File: src/rtl/mux_arb_pkg.sv
// Shared encodings for the two-requester 4-bit mux arbiter.
package mux_arb_pkg;
    localparam int HOLD_W = 4;

    typedef enum logic [1:0] {
        IDLE = 2'b00,
        G1   = 2'b01,
        G2   = 2'b10
    } state_t;

    typedef enum logic {
        REQ1 = 1'b0,
        REQ2 = 1'b1
    } who_t;
endpackage

File: src/rtl/mux21_4.sv
// 2:1 mux over 4-bit data; sel=0 picks in1, sel=1 picks in2.
module mux21_4 (
    input  logic [3:0] in1,
    input  logic [3:0] in2,
    input  logic       sel,
    output logic [3:0] out
);
    assign out = sel ? in2 : in1;
endmodule

File: src/rtl/mux21_4_arb.sv
// Two-requester arbiter with bounded hold, steering a registered 4-bit mux.
import mux_arb_pkg::*;

module mux21_4_arb #(
    parameter int MAX_HOLD = 4
) (
    input  logic       clk,
    input  logic       rst,
    input  logic       req1,
    input  logic       req2,
    input  logic [3:0] in1,
    input  logic [3:0] in2,
    output logic       gnt1,
    output logic       gnt2,
    output logic       sel,
    output logic [3:0] out,
    output logic       out_valid
);
    localparam logic [HOLD_W-1:0] HOLD_LAST = HOLD_W'(MAX_HOLD - 1);

    state_t             state;
    state_t             nxt;
    who_t               last;
    logic [HOLD_W-1:0]  hold_cnt;
    logic [3:0]         mux_out;
    logic               hold_done;

    assign hold_done = (hold_cnt == HOLD_LAST);

    mux21_4 u_mux (
        .in1 (in1),
        .in2 (in2),
        .sel (sel),
        .out (mux_out)
    );

    // A grant is only yielded early when the other side is actually waiting.
    always_comb begin
        nxt = state;
        case (state)
            IDLE: begin
                if (req1 && (!req2 || last == REQ2)) nxt = G1;
                else if (req2)                       nxt = G2;
                else                                 nxt = IDLE;
            end
            G1: begin
                if (!req1)                nxt = req2 ? G2 : IDLE;
                else if (req2 && hold_done) nxt = G2;
                else                      nxt = G1;
            end
            G2: begin
                if (!req2)                nxt = req1 ? G1 : IDLE;
                else if (req1 && hold_done) nxt = G1;
                else                      nxt = G2;
            end
            default: nxt = IDLE;
        endcase
    end

    always_ff @(posedge clk) begin
        if (rst) begin
            state     <= IDLE;
            gnt1      <= 1'b0;
            gnt2      <= 1'b0;
            sel       <= 1'b0;
            out       <= 4'b0000;
            out_valid <= 1'b0;
            hold_cnt  <= '0;
            last      <= REQ2;
        end else begin
            state     <= nxt;
            gnt1      <= (nxt == G1);
            gnt2      <= (nxt == G2);
            out_valid <= gnt1 | gnt2;
            if (state != IDLE) out <= mux_out;
            // sel keeps its last value through IDLE
            if (nxt != IDLE) sel <= (nxt == G2);

            if (nxt == IDLE || nxt != state) hold_cnt <= '0;
            else if (!hold_done)             hold_cnt <= hold_cnt + 1'b1;

            if (nxt != IDLE && nxt != state) last <= (nxt == G2) ? REQ2 : REQ1;
        end
    end
endmodule

File: config.mk
export PLATFORM = sky130hd
export DESIGN_NAME = mux21_4_arb
export DESIGN_NICKNAME = d
export VERILOG_FILES = /design/src/rtl/mux_arb_pkg.sv /design/src/rtl/mux21_4.sv /design/src/rtl/mux21_4_arb.sv
export SDC_FILE = /design/constraint.sdc
export NUM_CORES = 1
export LEC_CHECK = 0
export CAP_MARGIN = 30
export CORE_MARGIN = 3
export CORE_UTILIZATION = 47
export CTS_BUF_LIST = sky130_fd_sc_hd__clkbuf_8
export DETAILED_ROUTE_END_ITERATION = 10
export PLACE_DENSITY_LB_ADDON = 0.15
export SLEW_MARGIN = 20
export SYNTH_ARGS = -nofsm -noshare
export SYNTH_HDL_FRONTEND = slang
export SYNTH_HIERARCHICAL = 1
export SYNTH_SLANG_ARGS = --single-unit
File: constraint.sdc
create_clock -name clk -period 2 [get_ports clk]
set_clock_uncertainty 0.1 [all_clocks]
set_input_delay 0.6 -clock clk [delete_from_list [all_inputs] [get_ports clk]]
set_output_delay 0.6 -clock clk [all_outputs]
set_load 0.01 [all_outputs]
; ---- Word level (Yosys, flattened, before mapping)
; Cells that the tools add are included.
[totals]
elab_cells = 38
in_bits = 12
register_bits = 15
[op_classes]
muxes = 10
eq_ne = 6
reduce_logical = 12
n_bitwise = 1
n_addsub = 1
[op_table]
columns = operator, n
row1 = $mux 2, 6
row2 = $pmux 2 s3, 1
row3 = $add 4x1->4 const B, 1
row4 = $eq 2x1->1 const B, 2
row5 = $eq 2x2->1 const B, 2
row6 = $eq 4x2->1 const B, 1
row7 = $logic_and 1x1->1, 4
row8 = $logic_not 2->1, 2
row9 = $mux 4, 1
row10 = $reduce_bool 2->1, 2
row11 = $logic_or 1x1->1, 2
row12 = $mux 1, 2
row13 = $ne 2x2->1, 1
row14 = $reduce_or 2->1, 1
row15 = $logic_not 1->1, 1
row16 = $or 1x1->1, 1

; ---- Logic depth before layout (Yosys ltp)
[logic_depth]
word_depth = 8
mapped_depth = 6

; ---- Hierarchy
; Netlist, hierarchy kept.
[modules_own_cells]
columns = mod, instances, cells_per_inst, area_per_inst_um2
row1 = mux21_4_arb, 1, 75, 649.4
row2 = mux21_4, 1, 4, 45.0

; ---- Worst setup path before layout
; No wires, ideal clock.
[synth_timing]
kind = reg2reg
from = reg hold_cnt[0]
to = reg sel
t_arrival_ps = 1459
setup_time_ps = 70
synth_period_minus_slack_ps = 1629
setup_slack_ps = 371
stages_incl_launch_ff = 7
required_time_ps = 1830
cell_sequence = dfxtp_1 ha_1 nor3b_4 nor3_1 o311ai_2 nand2_1 a21oi_1
[synth_via]
elab_chain_len = 6
elab_cells_between_ends = 10
cone_classes = 2 x eq/ne / 5 x mux / 3 x reduce/logical
[synth_lines]
columns = item, line
row1 = from (decl), mux21_4_arb.sv:24  ; logic [HOLD_W-1:0] hold_cnt;
row2 = from (signal assigned), mux21_4_arb.sv:80  ; else if (!hold_done) hold_cnt <= hold_cnt + 1'b1;
row3 = $eq 4x2->1 (*), mux21_4_arb.sv:28  ; assign hold_done = (hold_cnt == HOLD_LAST);
row4 = "$logic_and 1x1->1, on equally long branches", "mux21_4_arb.sv:53, mux21_4_arb.sv:48"
row5 = "$mux 2, on equally long branches", "mux21_4_arb.sv:53, mux21_4_arb.sv:48"
row6 = "$mux 2, on equally long branches", "mux21_4_arb.sv:52, mux21_4_arb.sv:47"
row7 = $pmux 2 s3 (*), mux21_4_arb.sv:40  ; case (state)
row8 = $eq 2x2->1 or $reduce_bool 2->1 (tied branches), mux21_4_arb.sv:77  ; if (nxt != IDLE) sel <= (nxt == G2);
row9 = to (signal assigned), mux21_4_arb.sv:77
row10 = to (decl), mux21_4_arb.sv:15  ; output logic sel,
; Every way passes the cells marked *; elsewhere a longest branch is shown, timed or not.
; A chain may end at the register's enable or synchronous reset.

; ---- Worst setup path in the final report
[layout_timing]
from = reg sel
to = out sel
; No word-level cell between the ends.

==> results <==
## synthesized netlist by cell type (2+ instances only)
| cell type | number | area (sq um) |
|---|---|---|
| nor2_1 | 13 | 48.8 |
| a21oi_1 | 7 | 35.0 |
| mux2_2 | 5 | 56.3 |
| clkbuf_1 | 2 | 7.51 |
| mux2i_1 | 2 | 20.0 |
| nand2_1 | 10 | 37.5 |
| inv_1 | 5 | 18.8 |
| o21ai_0 | 5 | 25.0 |
| xor2_1 | 2 | 17.5 |
| a211o_2 | 2 | 20.0 |
| dfxtp_1 | 15 | 300 |
## routing by layer
layer | share of wire, % | wire length, um | vias to the layer above | track usage, %
li1 | - | - | 321 | -
met1 | 43 | 682 | 298 | 19.5
met2 | 47 | 734 | 27 | 29.1
met3 | 7.9 | 124 | 4 | 6.10
met4 | 1.7 | 27 | 0 | 7.23
met5 | 0 | 0 | - | 0
## cells in the final DEF (no fill, tap or decap)
master	n
a211o_2	2
a21oi_1	7
a221o_1	1
buf_4	5
clkbuf_8	3
clkdlybuf4s50_1	19
clkinv_2	1
dfxtp_1	14
dfxtp_2	1
ha_1	1
inv_1	5
mux2_2	5
mux2i_1	2
nand2_1	10
nand3_1	1
nor2_1	13
nor3_1	1
nor3b_4	1
o211a_1	1
o211ai_1	1
o211ai_2	1
o21ai_0	5
o21ai_1	1
o311ai_2	1
xor2_1	2
## how the worst min path moves through the flow
stage | slack [ns] | to
global placement | 0.34 | out[0]
finish | 0.35 | out[3]
CTS | 0.35 | out[3]
floorplan | 0.38 | out[0]
detailed placement | 0.34 | out[3]
global route | 0.36 | out[2]
## report_power, final
part | internal [mW] | switching [mW]
sequential | 0.317 | 0.0182
clock | 0.138 | 0.109
combinational | 0.0688 | 0.0495
total | 0.523 | 0.177
## flip-flops by register name, summed over array words and instances (netlist names)
| signal | count |
|---|---|
| gnt1 | 1 |
| out | 4 |
| hold_cnt | 4 |
| out_valid | 1 |
| sel | 1 |
| state | 2 |
| gnt2 | 1 |
| last | 1 |
## stage by stage
| stage | setup slack [ns] | instance area [sq um] | util (%) | cells |
|---|---|---|---|---|
| 2_1_floorplan | 0.371 | 694 | - | 79 |
| 3_3_place_gp | -0.0139 | 913 | 67.7 | 113 |
| 3_5_place_dp | -0.0434 | 913 | 67.7 | 113 |
| 4_1_cts | 0.0278 | 960 | 71.1 | 117 |
| 5_1_grt | 0.0600 | 976 | 72.3 | 119 |
| 6_report | 0.125 | 976 | 72.3 | 119 |
## cells by family after synthesis
group / Yosys count / share of synthesized area [%]
simple gates: 26 / 16.6
xor+xnor: 2 / 2.52
buf+inv: 8 / 4.50
compound gates: 20 / 20.4
mux: 7 / 11.0
fa+ha+maj: 1 / 1.80
flops: 15 / 43.2
## layout make-up
type	count	area, sq um	area share (%)
sequential	15	302	30.9
clock buffer	3	41.3	4.23
multi-input combinational	56	363	37.2
inverter	5	18.8	1.92
tap	15	18.8	1.92
timing repair buffer	24	228	23.3
clock inverter	1	5.00	0.513
## timing repair
action	in CTS	in global routing
endpoints found under the setup margin	0	3
resized for setup	0	1
setup buffers	0	2
==> results.cfg <==
[run_status]
status = completed

[setup_path]
r2r_setup_slack_ns = 0.20
worstSetupStartpointType = flip-flop
r2r-end = sel
crit_buf_inv = 1
cp-end-kind = output pin
r2r_start = hold_cnt[0]
cp.arrival_ns = 1.18
r2r_cells = 6
cp_cell_sequence = clkdlybuf4s50_1
critical_path.top_delay_family = buffers and inverters
critical_path_class = flip-flop to output pin
startpoint = sel
crit_path_top_delay_cell = clkdlybuf4s50_1
cp_num_cells = 1
crit_path_max_fanout = 6
slowest_delay_ns = 0.55
crit_required_ns = 1.30
crit_path_end = sel

[clocking]
cts_htree_levels = 1
root_buffer = clkbuf_8
cts_hold_buf = 0
cts_buffers = 3
cts_tree = built
cts.clk_slew.worst_paths_ns = 0.06
cts_buffer_depth = 2
cts.sinks = 15
clk_latency_ns = 0.25

[routing]
dr_total_vias = 650
drc = 0
ant_nets = 0
dr.pass1.iters = 4
wl_per_cell_um = 13.2
wirelength_mm = 1.57
vias_per_cell = 5.46
drt-initial-drc-count = 17

[sta]
fmax_mhz = 533
hold_violations = 0
slew_viol_final = 0
hold_ws_ns = 0.350
tns_ns = 0
rsz0062_at_grt = false
setup_violations = 0
worst_pin_slew_ns = 0.403
slew_headroom_pct = 73.1
fin_crit_sh_pct = 93.8
period_minus_slack_ns = 1.88

[logic_synthesis]
mappedNetlistNets = 92
synth-edff-count = 0
synth_area_sq_um = 694
ys_seq_area_share_pct = 43.2
syn_avg_cell_area_sq_um = 8.79
syn_inst = 79
synth_seq_cells = 15
yosysWarnings = 6
synth-async-reset-ratio_pct = 0
yosysUniqueCellTypes = 22
synthFlopType = dfxtp_1

[place]
place.gp.congestion = 0.750
dpl.hpwl_mm = 1.20
numPortBuffers = 19

[die]
core_sq_um = 1350
die_h_um = 44.4
die-width_um = 44.4
rows = 13
start_util_pct = 51.4
dieArea_sq_um = 1970
boundaryPins = 20

[global_route]
grt_pass1_vias = 572
grt_max_degree = 14
overflow = 0
grt_pass1_wl_mm = 2.45
track_usage_pct = 17.2
antenna_found_initial = 0

[worst_hold_path]
min_path_cells = 2
hold_path_class = flip-flop to flip-flop
hp-start = out[3]

[flow_run]
drv_cap = 0

[power_and_ir_drop]
p_leak_nw = 0.383
vdd_drop_max_uv = 558
power.total_mw = 0.700
powerDensity_nw_per_um2 = 718

[final_layout]
final_nets = 118
insertedDiodeCount = 0
drive_gt1_share_pct = 19.2
fillers = 102
area_delta_synth_final_pct = 40.5
Power figures use the tool's default switching activity.
